## config.mk

```make
export PLATFORM = sky130hd
export DESIGN_NAME = alu_seq_flat
export DESIGN_NICKNAME = d
export VERILOG_FILES = /design/src/rtl/alu_seq_if.sv /design/src/rtl/alu_seq.sv /design/src/flat_wrapper.sv
export SDC_FILE = /design/constraint.sdc
export NUM_CORES = 1
export LEC_CHECK = 0
export ABC_CLOCK_PERIOD_IN_PS = 5500
export CAP_MARGIN = 0
export CORE_ASPECT_RATIO = 1.1
export CORE_MARGIN = 3
export CORE_UTILIZATION = 55
export DETAILED_ROUTE_END_ITERATION = 8
export GPL_TIMING_DRIVEN = 0
export PLACE_DENSITY = 0.85
export SLEW_MARGIN = 40
export SYNTH_ARGS = -nofsm -noshare
export SYNTH_HDL_FRONTEND = slang
export SYNTH_SLANG_ARGS = --single-unit
```

## constraint.sdc

```tcl
create_clock -name clk -period 5.5 [get_ports clk]
set_input_delay 1.375 -clock clk [delete_from_list [all_inputs] [get_ports clk]]
set_output_delay 1.375 -clock clk [all_outputs]
set_load 0.1 [all_outputs]
```

## src/rtl/alu_seq_if.sv

```systemverilog
// Request/response bus between the operand latches, alu_seq and the flag/accumulator writeback.
interface alu_seq_if #(
  parameter int unsigned WIDTH = 8
);
  localparam int unsigned SW = $clog2(WIDTH + 1);

  logic             in_valid;
  logic             in_ready;
  logic [2:0]       op;
  logic [WIDTH-1:0] a;
  logic [WIDTH-1:0] b;
  logic             carry_in;
  logic [SW-1:0]    shamt;
  logic             out_valid;
  logic             out_ready;
  logic [WIDTH-1:0] result;
  logic             carry;
  logic             half_carry;
  logic             overflow;
  logic             zero;
  logic             negative;

  modport master (
    output in_valid, op, a, b, carry_in, shamt, out_ready,
    input  in_ready, out_valid, result, carry, half_carry, overflow, zero, negative
  );

  modport slave (
    input  in_valid, op, a, b, carry_in, shamt, out_ready,
    output in_ready, out_valid, result, carry, half_carry, overflow, zero, negative
  );
endinterface

```

## src/rtl/alu_seq.sv

```systemverilog
// Handshaked sequential ALU: single-cycle logic/arith/BCD ops, bit-serial shifts.
module alu_seq #(
  parameter int unsigned WIDTH   = 8,
  parameter int unsigned DECIMAL = 1
) (
  input  logic      clk,
  input  logic      rst,
  alu_seq_if.slave  bus
);
  localparam int unsigned SW  = $clog2(WIDTH + 1);
  localparam int unsigned NIB = WIDTH / 4;

  localparam logic [2:0] OP_ADD  = 3'b000;
  localparam logic [2:0] OP_AND  = 3'b001;
  localparam logic [2:0] OP_OR   = 3'b010;
  localparam logic [2:0] OP_EOR  = 3'b011;
  localparam logic [2:0] OP_SR   = 3'b100;
  localparam logic [2:0] OP_SL   = 3'b101;
  localparam logic [2:0] OP_DADD = 3'b110;
  localparam logic [2:0] OP_SUB  = 3'b111;

  typedef enum logic [1:0] {IDLE, SHIFT, DONE} state_t;

  state_t           state;
  logic [SW-1:0]    cnt;
  logic             fill;
  logic             dir_left;
  logic [WIDTH-1:0] result_q;
  logic             carry_q;
  logic             half_q;
  logic             ovf_q;
  logic             zero_q;
  logic             neg_q;
  logic             out_valid_q;

  logic [SW-1:0]    eff_shamt;
  logic             is_shift;
  logic [WIDTH-1:0] bop;
  logic [WIDTH:0]   sum;
  logic [4:0]       nib0;
  logic [4:0]       ds;
  logic             dc;
  logic             dec_hc;
  logic [WIDTH-1:0] dec_res;
  logic [WIDTH-1:0] alu_res;
  logic             alu_c;
  logic             alu_hc;
  logic             alu_v;
  logic [WIDTH-1:0] step_res;
  logic             step_c;

  assign bus.in_ready   = (state == IDLE);
  assign bus.out_valid  = out_valid_q;
  assign bus.result     = result_q;
  assign bus.carry      = carry_q;
  assign bus.half_carry = half_q;
  assign bus.overflow   = ovf_q;
  assign bus.zero       = zero_q;
  assign bus.negative   = neg_q;

  assign eff_shamt = (bus.shamt > SW'(WIDTH)) ? SW'(WIDTH) : bus.shamt;
  assign is_shift  = (bus.op == OP_SR) || (bus.op == OP_SL);

  // Single-cycle result and flags for the operation presented at the inputs.
  always_comb begin
    bop  = (bus.op == OP_SUB) ? ~bus.b : bus.b;
    sum  = {1'b0, bus.a} + {1'b0, bop} + (WIDTH+1)'(bus.carry_in);
    nib0 = {1'b0, bus.a[3:0]} + {1'b0, bop[3:0]} + 5'(bus.carry_in);

    dec_res = '0;
    dc      = bus.carry_in;
    dec_hc  = 1'b0;
    ds      = '0;
    for (int i = 0; i < int'(NIB); i++) begin
      ds = {1'b0, bus.a[4*i +: 4]} + {1'b0, bus.b[4*i +: 4]} + 5'(dc);
      if (ds > 5'd9) begin
        dec_res[4*i +: 4] = 4'(ds + 5'd6);
        dc = 1'b1;
      end else begin
        dec_res[4*i +: 4] = ds[3:0];
        dc = 1'b0;
      end
      if (i == 0) dec_hc = dc;
    end

    alu_res = '0;
    alu_c   = 1'b0;
    alu_hc  = 1'b0;
    alu_v   = 1'b0;
    case (bus.op)
      OP_ADD, OP_SUB: begin
        alu_res = sum[WIDTH-1:0];
        alu_c   = sum[WIDTH];
        alu_hc  = nib0[4];
        alu_v   = (bus.a[WIDTH-1] == bop[WIDTH-1]) && (sum[WIDTH-1] != bus.a[WIDTH-1]);
      end
      OP_DADD: begin
        if (DECIMAL != 0) begin
          alu_res = dec_res;
          alu_c   = dc;
          alu_hc  = dec_hc;
        end else begin
          alu_res = sum[WIDTH-1:0];
          alu_c   = sum[WIDTH];
          alu_hc  = nib0[4];
          alu_v   = (bus.a[WIDTH-1] == bop[WIDTH-1]) && (sum[WIDTH-1] != bus.a[WIDTH-1]);
        end
      end
      OP_AND: alu_res = bus.a & bus.b;
      OP_OR:  alu_res = bus.a | bus.b;
      OP_EOR: alu_res = bus.a ^ bus.b;
      OP_SR, OP_SL: begin
        alu_res = bus.a;
        alu_c   = bus.carry_in;
      end
      default: alu_res = '0;
    endcase
  end

  // One shift step on the held result, using the fill bit latched at accept.
  always_comb begin
    if (dir_left) begin
      step_res = {result_q[WIDTH-2:0], fill};
      step_c   = result_q[WIDTH-1];
    end else begin
      step_res = {fill, result_q[WIDTH-1:1]};
      step_c   = result_q[0];
    end
  end

  // Control FSM with registered result, flags and out_valid.
  always_ff @(posedge clk) begin
    if (rst) begin
      state       <= IDLE;
      cnt         <= '0;
      fill        <= 1'b0;
      dir_left    <= 1'b0;
      result_q    <= '0;
      carry_q     <= 1'b0;
      half_q      <= 1'b0;
      ovf_q       <= 1'b0;
      zero_q      <= 1'b0;
      neg_q       <= 1'b0;
      out_valid_q <= 1'b0;
    end else begin
      case (state)
        IDLE: begin
          if (bus.in_valid) begin
            if (is_shift && (eff_shamt != '0)) begin
              result_q <= bus.a;
              cnt      <= eff_shamt;
              fill     <= bus.carry_in;
              dir_left <= (bus.op == OP_SL);
              half_q   <= 1'b0;
              ovf_q    <= 1'b0;
              state    <= SHIFT;
            end else begin
              result_q    <= alu_res;
              carry_q     <= alu_c;
              half_q      <= alu_hc;
              ovf_q       <= alu_v;
              zero_q      <= (alu_res == '0);
              neg_q       <= alu_res[WIDTH-1];
              out_valid_q <= 1'b1;
              state       <= DONE;
            end
          end
        end
        SHIFT: begin
          result_q <= step_res;
          carry_q  <= step_c;
          cnt      <= cnt - SW'(1);
          if (cnt == SW'(1)) begin
            zero_q      <= (step_res == '0);
            neg_q       <= step_res[WIDTH-1];
            out_valid_q <= 1'b1;
            state       <= DONE;
          end
        end
        DONE: begin
          if (bus.out_ready) begin
            out_valid_q <= 1'b0;
            state       <= IDLE;
          end
        end
        default: state <= IDLE;
      endcase
    end
  end
endmodule

```

## src/flat_wrapper.sv

```systemverilog
// flat-port wrapper written by rule: the top's interface ports become plain ports
module alu_seq_flat 
#(
  parameter int unsigned WIDTH   = 8,
  parameter int unsigned DECIMAL = 1
)
  (clk, rst, bus_in_valid, bus_op, bus_a, bus_b, bus_carry_in, bus_shamt, bus_out_ready, bus_in_ready, bus_out_valid, bus_result, bus_carry, bus_half_carry, bus_overflow, bus_zero, bus_negative);
  alu_seq_if #(.WIDTH(WIDTH)) bus_i ();
  input  logic clk;
  input  logic rst;
  input wire logic [$bits(bus_i.in_valid)-1:0] bus_in_valid;
  input wire logic [$bits(bus_i.op)-1:0] bus_op;
  input wire logic [$bits(bus_i.a)-1:0] bus_a;
  input wire logic [$bits(bus_i.b)-1:0] bus_b;
  input wire logic [$bits(bus_i.carry_in)-1:0] bus_carry_in;
  input wire logic [$bits(bus_i.shamt)-1:0] bus_shamt;
  input wire logic [$bits(bus_i.out_ready)-1:0] bus_out_ready;
  output wire logic [$bits(bus_i.in_ready)-1:0] bus_in_ready;
  output wire logic [$bits(bus_i.out_valid)-1:0] bus_out_valid;
  output wire logic [$bits(bus_i.result)-1:0] bus_result;
  output wire logic [$bits(bus_i.carry)-1:0] bus_carry;
  output wire logic [$bits(bus_i.half_carry)-1:0] bus_half_carry;
  output wire logic [$bits(bus_i.overflow)-1:0] bus_overflow;
  output wire logic [$bits(bus_i.zero)-1:0] bus_zero;
  output wire logic [$bits(bus_i.negative)-1:0] bus_negative;
  assign bus_i.in_valid = bus_in_valid;
  assign bus_i.op = bus_op;
  assign bus_i.a = bus_a;
  assign bus_i.b = bus_b;
  assign bus_i.carry_in = bus_carry_in;
  assign bus_i.shamt = bus_shamt;
  assign bus_i.out_ready = bus_out_ready;
  assign bus_in_ready = bus_i.in_ready;
  assign bus_out_valid = bus_i.out_valid;
  assign bus_result = bus_i.result;
  assign bus_carry = bus_i.carry;
  assign bus_half_carry = bus_i.half_carry;
  assign bus_overflow = bus_i.overflow;
  assign bus_zero = bus_i.zero;
  assign bus_negative = bus_i.negative;
  alu_seq #(.WIDTH(WIDTH), .DECIMAL(DECIMAL)) u_core (.clk(clk), .rst(rst), .bus(bus_i));
endmodule
```

# ---- After elaboration in Yosys (flattened, before gate mapping)
# Index checks and enable logic that the tools add are counted.
dict set report word_totals {
  ramBits 0
  latch_bits 0
  mem_bits_ro 0
  regBits 22
  n_memories 0
}
dict set report op_classes {
  div 0
  multipliers 0
  n_mux 41
  add_sub_neg 11
  n_shift 0
  order_cmp 3
  n_reduce_logical 20
  eq_ne 17
  bitwise_logic 4
}
# op n
set ops {}
lappend ops {{one-hot mux 8 bit (6 select lines)} 1}
lappend ops {{two-way mux 8 bit} 4}
lappend ops {{two-way mux 4 bit} 5}
lappend ops {{two-way mux 1 bit} 18}
lappend ops {{zero test 8 bit} 2}
lappend ops {{one-hot mux 8 bit (2 select lines)} 1}
lappend ops {{adder 4 x 4 -> 5 bit} 3}
lappend ops {{adder 5 x 1 -> 5 bit} 3}
lappend ops {{equality test 3 bit, second input constant} 4}
lappend ops {{AND reduction 3 bit} 4}
lappend ops {{> comparator 5 x 4 -> 1 bit, second input constant} 2}
lappend ops {{adder 8 x 8 -> 9 bit} 1}
lappend ops {{adder 9 x 1 -> 9 bit} 1}
lappend ops {{adder 4 x 3 -> 4 bit, second input constant} 2}
lappend ops {{bitwise AND 8 bit} 1}
lappend ops {{two-way mux 2 bit} 4}
lappend ops {{inverter 8 bit} 1}
lappend ops {{OR 8 bit} 1}
lappend ops {{one-hot mux 1 bit (2 select lines)} 4}
lappend ops {{one-hot mux 4 bit (2 select lines)} 1}
lappend ops {{bitwise XOR 8 bit} 1}
lappend ops {{equality test 3 x 2 -> 1 bit, second input constant} 2}
lappend ops {{!= test 2 bit, second input constant} 3}
lappend ops {{one-hot mux 1 bit (3 select lines)} 2}
lappend ops {{other kinds (21)} 25}

# ---- Logic depth before layout (Yosys ltp)
# Gate-level depths: netlist (run 1).
dict set report logic_depth {
  word_depth 12
  depth_mapped 17
}

# ---- Least setup slack after synthesis (run 1)
# OpenSTA, ideal clock, no wires.
dict set report synth_timing {
  path_type {input -> register}
  start {input bus_carry_in}
  end {register u_core.zero_q, in the netlist u_core.bus.zero}
  setup_ps 59
  arrival_time_ps 5093
  stages 17
  slack_ps 348
  path_cell_list {fa_1 > fa_1 > xor2_1 > nor2_1 > nor3_1 > nor2_1 > fa_1 > inv_1 > fa_1 > inv_1 > ha_1 > a22o_1 > a21o_1 > a311oi_1 > o31ai_1 > nor4_2 > a31o_1}
}
dict set report synth_via {
  elab_chain_len 11
  word_cells_on_any_way 15
  classes_between {5 x add/sub; 2 x order compare; 7 x mux; 1 x reduce/logical}
}
# item line
set synth_rtl {}
lappend synth_rtl {{from (decl)} flat_wrapper.sv:15} ;# input wire logic [$bits(bus_i.carry_in)-1:0] bus_carry_in;
lappend synth_rtl {{adder 5 x 1 -> 5 bit} alu_seq.sv:75} ;# ds = {1'b0, bus.a[4*i +: 4]} + {1'b0, bus.b[4*i +: 4]} + 5'(dc);
lappend synth_rtl {{> comparator 5 x 4 -> 1 bit} alu_seq.sv:76} ;# if (ds > 5'd9) begin
lappend synth_rtl {{two-way mux 1 bit} alu_seq.sv:76}
lappend synth_rtl {{adder 5 x 1 -> 5 bit} alu_seq.sv:75}
lappend synth_rtl {{adder 4 x 3 -> 4 bit / > comparator 5 x 4 -> 1 bit (equally long branches)} {alu_seq.sv:77, alu_seq.sv:76}}
lappend synth_rtl {{two-way mux 4 bit} alu_seq.sv:76}
lappend synth_rtl {{one-hot mux 8 bit (6 select lines) (*)} alu_seq.sv:90} ;# case (bus.op)
lappend synth_rtl {{zero test 8 bit (*)} alu_seq.sv:162} ;# zero_q <= (alu_res == '0);
lappend synth_rtl {{two-way mux 1 bit (*)} alu_seq.sv:149} ;# if (is_shift && (eff_shamt != '0)) begin
lappend synth_rtl {{two-way mux 1 bit (*)} alu_seq.sv:148} ;# if (bus.in_valid) begin
lappend synth_rtl {{one-hot mux 1 bit (2 select lines) (*)} alu_seq.sv:146} ;# case (state)
lappend synth_rtl {{to (signal assigned)} alu_seq.sv:162}
lappend synth_rtl {{to (signal assigned)} alu_seq.sv:174} ;# zero_q <= (step_res == '0);
lappend synth_rtl {{to (decl)} alu_seq.sv:32} ;# logic zero_q;
# Every way passes the cells marked *; elsewhere a longest branch is shown, timed or not. The select of a mux whose other input is x is not followed.
# A chain may end at the register's enable or synchronous reset.

# ---- Final worst setup path (run 1)
dict set report layout_timing {
  start {input bus_a[0]}
  end {register u_core.zero_q, in the netlist u_core.bus.zero}
}
dict set report layout_via {
  elab_chain_len 12
  word_cells_on_any_way 20
  classes_between {7 x add/sub; 2 x order compare; 7 x mux; 3 x bitwise; 1 x reduce/logical}
}
# item line
set layout_rtl {}
lappend layout_rtl {{from (decl)} flat_wrapper.sv:13} ;# input wire logic [$bits(bus_i.a)-1:0] bus_a;
lappend layout_rtl {{adder 4 x 4 -> 5 bit} alu_seq.sv:75}
lappend layout_rtl {{adder 5 x 1 -> 5 bit} alu_seq.sv:75}
lappend layout_rtl {{> comparator 5 x 4 -> 1 bit} alu_seq.sv:76}
lappend layout_rtl {{two-way mux 1 bit} alu_seq.sv:76}
lappend layout_rtl {{adder 5 x 1 -> 5 bit} alu_seq.sv:75}
lappend layout_rtl {{adder 4 x 3 -> 4 bit / > comparator 5 x 4 -> 1 bit (equally long branches)} {alu_seq.sv:77, alu_seq.sv:76}}
lappend layout_rtl {{two-way mux 4 bit} alu_seq.sv:76}
lappend layout_rtl {{one-hot mux 8 bit (6 select lines) (*)} alu_seq.sv:90}
lappend layout_rtl {{zero test 8 bit (*)} alu_seq.sv:162}
lappend layout_rtl {{two-way mux 1 bit (*)} alu_seq.sv:149}
lappend layout_rtl {{two-way mux 1 bit (*)} alu_seq.sv:148}
lappend layout_rtl {{one-hot mux 1 bit (2 select lines) (*)} alu_seq.sv:146}
# Marks and branches as above.

==> results of run 1 <==
through the flow:
step,setup TNS (ns),util [%]
3_5_place_dp,-3.81,66.9
4_1_cts,0,69.1
3_3_place_gp,-3.25,68.4
2_1_floorplan,0,-
5_1_grt,-0.0543,70.1
6_report,0,70.1
what timing repair did:
action / in CTS / in global routing
pin swaps: 5 / 10
buffers inserted: 4 / 4
endpoints found under the setup margin: 6 / 5
hold buffers: 0 / 0
gates resized for setup: 10 / 12
state kept, by name (all words and copies together), names as in the netlist:
name                   flops
u_core.bus.out_valid       1
u_core.fill                1
u_core.cnt                 4
u_core.bus.zero            1
u_core.state               2
u_core.bus.overflow        1
u_core.dir_left            1
u_core.bus.half_carry      1
u_core.bus.result          8
u_core.bus.carry           1
u_core.bus.negative        1
worst max-delay path: stages:
cell	delay [ns]
clkbuf_2	0.15
fa_2	0.41
fa_2	0.44
xor2_2	0.20
nor2_2	0.13
nor3_1	0.07
nor2_2	0.19
fa_2	0.25
inv_1	0.06
fa_2	0.61
inv_1	0.05
ha_1	0.21
a22o_1	0.27
a21o_1	0.20
a311oi_2	0.36
o31ai_2	0.14
nor4_2	0.29
a31o_1	0.18
worst max-delay path by stage:
| stage | to | slack [ns] | depth (start not counted) |
|---|---|---|---|
| 2_1_floorplan | u_core.bus.zero | 0.35 | 17 |
| 3_3_place_gp | u_core.bus.zero | -0.75 | 18 |
| 3_5_place_dp | u_core.bus.zero | -0.91 | 18 |
| 4_1_cts | u_core.bus.zero | 0.06 | 18 |
| 5_1_grt | u_core.bus.zero | -0.05 | 19 |
| 6_report | u_core.bus.zero | 0.10 | 18 |
area by class of cell:
cell class              instances  area [um2]
plain buffers                  15        68.8
clock buffers                   4        55.1
fillers                       392        1420
inverters                      33         124
multi-input cells             287        2180
flip-flops and latches         22         440
well taps                      56        70.1
repair buffers                 50         393
logic make-up (layout without fill, tap and decap cells):
kind of cell,count (synthesis),count (layout),share of synthesized area [%]
simple gates,116,116,21.2
mux,20,20,8.98
flops,22,22,16.0
fa+ha+maj,33,33,16.6
compound gates,103,103,25.6
xor+xnor,15,15,4.76
buf+inv,48,102,6.98
routing by layer:
metal	global-route usage, %	vias up	share of wire [%]
met5	0	-	0
met4	5.43	0	1.7
met3	2.25	18	8.3
met2	45.7	161	49
met1	33.5	1377	41
li1	-	1409	-
cell usage in the layout, fill, tap and decap left out, drive strengths merged, types with 7 or more instances in the layout:
| cell type | n |
|---|---|
| nand3 | 7 |
| mux2 | 8 |
| nand2 | 21 |
| mux2i | 9 |
| xnor2 | 12 |
| inv | 33 |
| nor3 | 8 |
| ha | 27 |
| clkdlybuf4s50 | 23 |
| buf | 32 |
| a21oi | 34 |
| nor2 | 40 |
| a21o | 8 |
| nand2b | 8 |
| clkbuf | 13 |
| dfxtp | 22 |
| o21ai | 14 |
power by group through the flow:
stage                     sequential [uW]  clock [uW]  combinational [uW]
after floorplan                       252           0                 224
after detailed placement              189           0                 378
after global routing                  188         125                 447
after global placement                189           0                 380
final                                 186         119                 413
after CTS                             186         118                 390
==> metrics.yaml, run 1 <==
grt:
  grt_pass1_wl_mm: 12.4
  track_usage_pct: 25.8
  grt_antenna_before_repair: 0
  grt_pass1_vias: 2699
  grt-ovfl-total: 0
  grt_max_degree: 13
power:
  clockPowerShare_pct: 16.5
  p_per_area_nw_per_um2: 216
  seqPwrFrac_pct: 25.9
  p_leak_uw: 0.00151
  sw_frac_of_total_pct: 45.1
  ir_drop_mv: 0.107
  power_frac_comb_pct: 57.5
  p_total_uw: 717
  p_int_uw: 394
  p_switching_uw: 323
critical_path:
  critPathRequiredTime_ns: 5.71
  endpoint_kind: "flip-flop"
  reg2reg_depth: 8
  worstSetupPathType: "in -> reg"
  worstPathArrival_ns: 5.61
  crit_start: "bus_a[0]"
  critPathMaxFanout: 5
  regToRegEndpoint: "u_core.bus.zero"
  reg2reg_slack_ns: 3.14
  worstSetupStartpointType: "input pin"
  reg2reg_from: "u_core.state[1]"
floorplan:
  ios: 43
  die_h_um: 80.3
  start_util_pct: 58.1
  dieArea_um2: 5910
  core_area_um2: 4750
  die_w_um: 73.5
  rows: 26
place:
  dp_hpwl_mm: 5.65
  place_congestion: 0.929
  numPortBuffers: 42
  placed_area_um2: 3180
  pre_cts_ws_ns: -0.909
  place_inst: 455
synthesis:
  synth_fp_nets: 418
  synth_edf_count: 0
  synth.top_cells.by_count: "nor2_1, a21oi_1, inv_1"
  synth_top_area_share_pct: 16.0
  ys_warn_count: 0
  seq_area_frac_synth_pct: 16.0
  synth_area_um2: 2760
  ys_top_cells_by_area: "dfxtp_1, ha_1, a21oi_1"
  async_flop_share_pct: 0
  yosysTopAreaCell: "dfxtp_1"
  synth_top_flop_cell: "dfxtp_1"
  ys_ff_latch: 22
  synth.distinct_cells: 63
  synth.avg_cell_area_um2: 7.73
  synth.most_common_cell: "nor2_1"
  netlist_instances: 357
clock_network:
  clkTransAtPathRegs_ns: 0.08
  cts.sinks: 22
  cts.htree.levels: 1
  cts_made_buffers: 3
  insertion_delay_ns: 0.26
  cts_tree: "done"
  cts_root_buffer: "clkbuf_8"
  clock_path_buffers: 2
detailed_routing:
  wire_per_inst_um: 16.1
  routed_wirelength_mm: 7.54
  vias_per_cell: 6.35
  drtAntennaViolNets: 0
  first_pass_iters: 5
  vias: 2965
  route.detailed.drc: 0
  drtIter0Drc: 324
sta:
  setup_viol: 0
  slew_headroom_pct: 53.3
  clock.fmax_mhz: 185
  finalMaxSlewViolations: 0
  tightest_slew_ns: 0.699
  whs_ns: 0.475
  layout_min_cycle_time_ns: 5.40
  period_share_pct: 98.1
  clock_skew_ns: 0.00367
  fin_ws_ns: 0.103
  hold_viol: 0
finish:
  final_area_um2: 3330
  drive_gt1_share_pct: 15.8
  fin_cells: 467
  n_antenna_cell: 0
  syn2layout_area_growth_pct: 20.6
  final_nets: 473
hold_path:
  min_to: "u_core.bus.out_valid"
  hold_start: "u_core.bus.out_valid"
  hold_depth: 2
  hold_class: "reg -> reg"
flow_run:
  max-cap-violations: 0
run_status:
  outcome: "complete, no violations"
Note: power is estimated with default switching activity, not from simulation.
==> inputs of run 2 (changes only) <==
- CORE_UTILIZATION: 55 -> 57
- CTS_BUF_LIST: not set -> sky130_fd_sc_hd__clkbuf_2
- PLACE_DENSITY: 0.85 -> 0.88
==> metrics.yaml, run 2 (synthesis results as in run 1) <==
critical_path:
  worstPathArrival_ns: 5.64
  cpMostUsedCell: "fa_2"
  worstSetupPathType: "in -> reg"
  worstSetupStartpointType: "input pin"
  endpoint_kind: "flip-flop"
  max_stage_delay_ns: 0.62
  critPathRequiredTime_ns: 5.79
  critPathMaxFanout: 5
  crit_slowest_cell: "fa_2"
  reg2reg_slack_ns: 3.13
  cpLargestDelayFamily: "adder cells"
  cp_num_buf_inv: 3
  cp_cell_sequence: "dlygate4sd2_1 -> fa_2 -> fa_2 -> xor2_2 -> nor2_2 -> nor3_1 -> nor2_2 -> fa_2 -> inv_1 -> fa_2 -> inv_1 -> ha_1 -> a22o_4 -> a21o_1 -> a311oi_2 -> o31ai_2 -> nor4_2 -> a31o_1"
sta:
  whs_ns: 0.493
  setup_tns_ns: 0
  finalMaxSlewViolations: 0
  layout_min_cycle_time_ns: 5.35
  hold_viol: 0
  clock_skew_ns: 0.0302
  period_share_pct: 97.3
  tightest_slew_ns: 0.657
  rsz0062_at_grt: "false"
  fin_ws_ns: 0.149
  clock.fmax_mhz: 187
  setup_viol: 0
  slew_headroom_pct: 56.0
place:
  place_congestion: 0.963
  numPortBuffers: 42
  dp_hpwl_mm: 5.82
  placed_area_um2: 3170
  pre_cts_ws_ns: -0.869
finish:
  final_area_um2: 3300
  final_nets: 470
  drive_gt1_share_pct: 15.2
  layout_common_cells: "nor2_1, a21oi_1, inv_1"
  n_antenna_cell: 0
  layout_commonest_cell: "nor2_1"
  largest_reg_flops: 8
  syn2layout_area_growth_pct: 19.6
grt:
  grt_pass1_vias: 2716
  grt_antenna_before_repair: 0
  grt_pass1_wl_mm: 12.4
  grt-ovfl-total: 0
  track_usage_pct: 26.5
  grt_max_degree: 14
floorplan:
  rows: 25
  ios: 43
  die_h_um: 79.0
  core_area_um2: 4470
  dieArea_um2: 5710
  die_w_um: 72.4
  start_util_pct: 61.7
power:
  p_int_uw: 391
  clockPowerShare_pct: 16.1
  p_leak_uw: 0.00149
  sw_frac_of_total_pct: 45.0
  p_per_area_nw_per_um2: 215
  p_total_uw: 711
  p_switching_uw: 320
  seqPwrFrac_pct: 26.2
  ir_drop_mv: 0.0948
  power_frac_comb_pct: 57.8
detailed_routing:
  vias: 2914
  wire_per_inst_um: 16.2
  route.detailed.drc: 0
  drtAntennaViolNets: 0
  first_pass_iters: 5
  vias_per_cell: 6.31
  routed_wirelength_mm: 7.48
  drtIter0Drc: 173
hold_path:
  hold_class: "reg -> reg"
run_status:
  outcome: "complete, no violations"
clock_network:
  cts.sinks: 22
  clock_path_buffers: 2
  cts_root_buffer: "clkbuf_2"
  cts_made_buffers: 3
  cts.htree.levels: 1
  clkTransAtPathRegs_ns: 0.23
  insertion_delay_ns: 0.35
  cts_tree: "done"
flow_run:
  max-cap-violations: 0
-- run 2: final cells by class --
cell class | instances | area (um2)
multi-input cells | 287 | 2180
well taps | 54 | 67.6
clock buffers | 3 | 15.0
flip-flops and latches | 22 | 440
inverters | 33 | 124
repair buffers | 47 | 372
clock inverters | 1 | 30.0
plain buffers | 15 | 68.8
fillers | 362 | 1170
-- run 2: power by group through the flow --
| stage | clock, uW | sequential [uW] | combinational, uW |
|---|---|---|---|
| floorplan | 0 | 252 | 224 |
| global placement | 0 | 189 | 382 |
| detailed placement | 0 | 189 | 381 |
| CTS | 116 | 186 | 387 |
| global route | 122 | 188 | 447 |
| finish | 114 | 186 | 411 |
-- run 2: per-layer routing --
layer | vias up | wire length [um] | global-route usage, % | share of wire [%]
met2 | 139 | 3690 | 45.3 | 49
met1 | 1364 | 3140 | 34.0 | 42
li1 | 1398 | - | - | -
met5 | - | 0 | 0 | 0
met4 | 0 | 148 | 10.9 | 2.0
met3 | 13 | 506 | 2.03 | 6.8
-- run 2: final timing paths --
kind,start,to,cells after the start
max,bus_a[0],u_core.bus.zero,18
min,u_core.bus.out_valid,u_core.bus.out_valid,2
max reg2reg,u_core.state[1],u_core.bus.zero,8
min reg2reg,u_core.bus.out_valid,u_core.bus.out_valid,2
-- run 2: tightest hold or removal path, cell delays in order, from the launching register on --
cell	delay [ns]
dfxtp_1	0.37
inv_1	0.05
a221oi_1	0.06
-- run 2: through the flow --
stage | utilization (%) | std cells
after floorplan | - | 357
after global placement | 72.6 | 453
after detailed placement | 70.9 | 453
after CTS | 72.4 | 458
after global routing | 73.8 | 462
final | 73.8 | 462
-- run 2: repair_timing --
item | CTS | global route
hold buffers | 0 | 0
pin swaps | 3 | 9
resized for setup | 8 | 11
endpoints found under the setup margin | 6 | 5
buffers inserted | 1 | 4
==> inputs of run 3 (changes only) <==
- CTS_CLUSTER_SIZE: not set -> 30
==> results of run 3 <==
Final layout, timing and power as in run 2 (identical DEF).
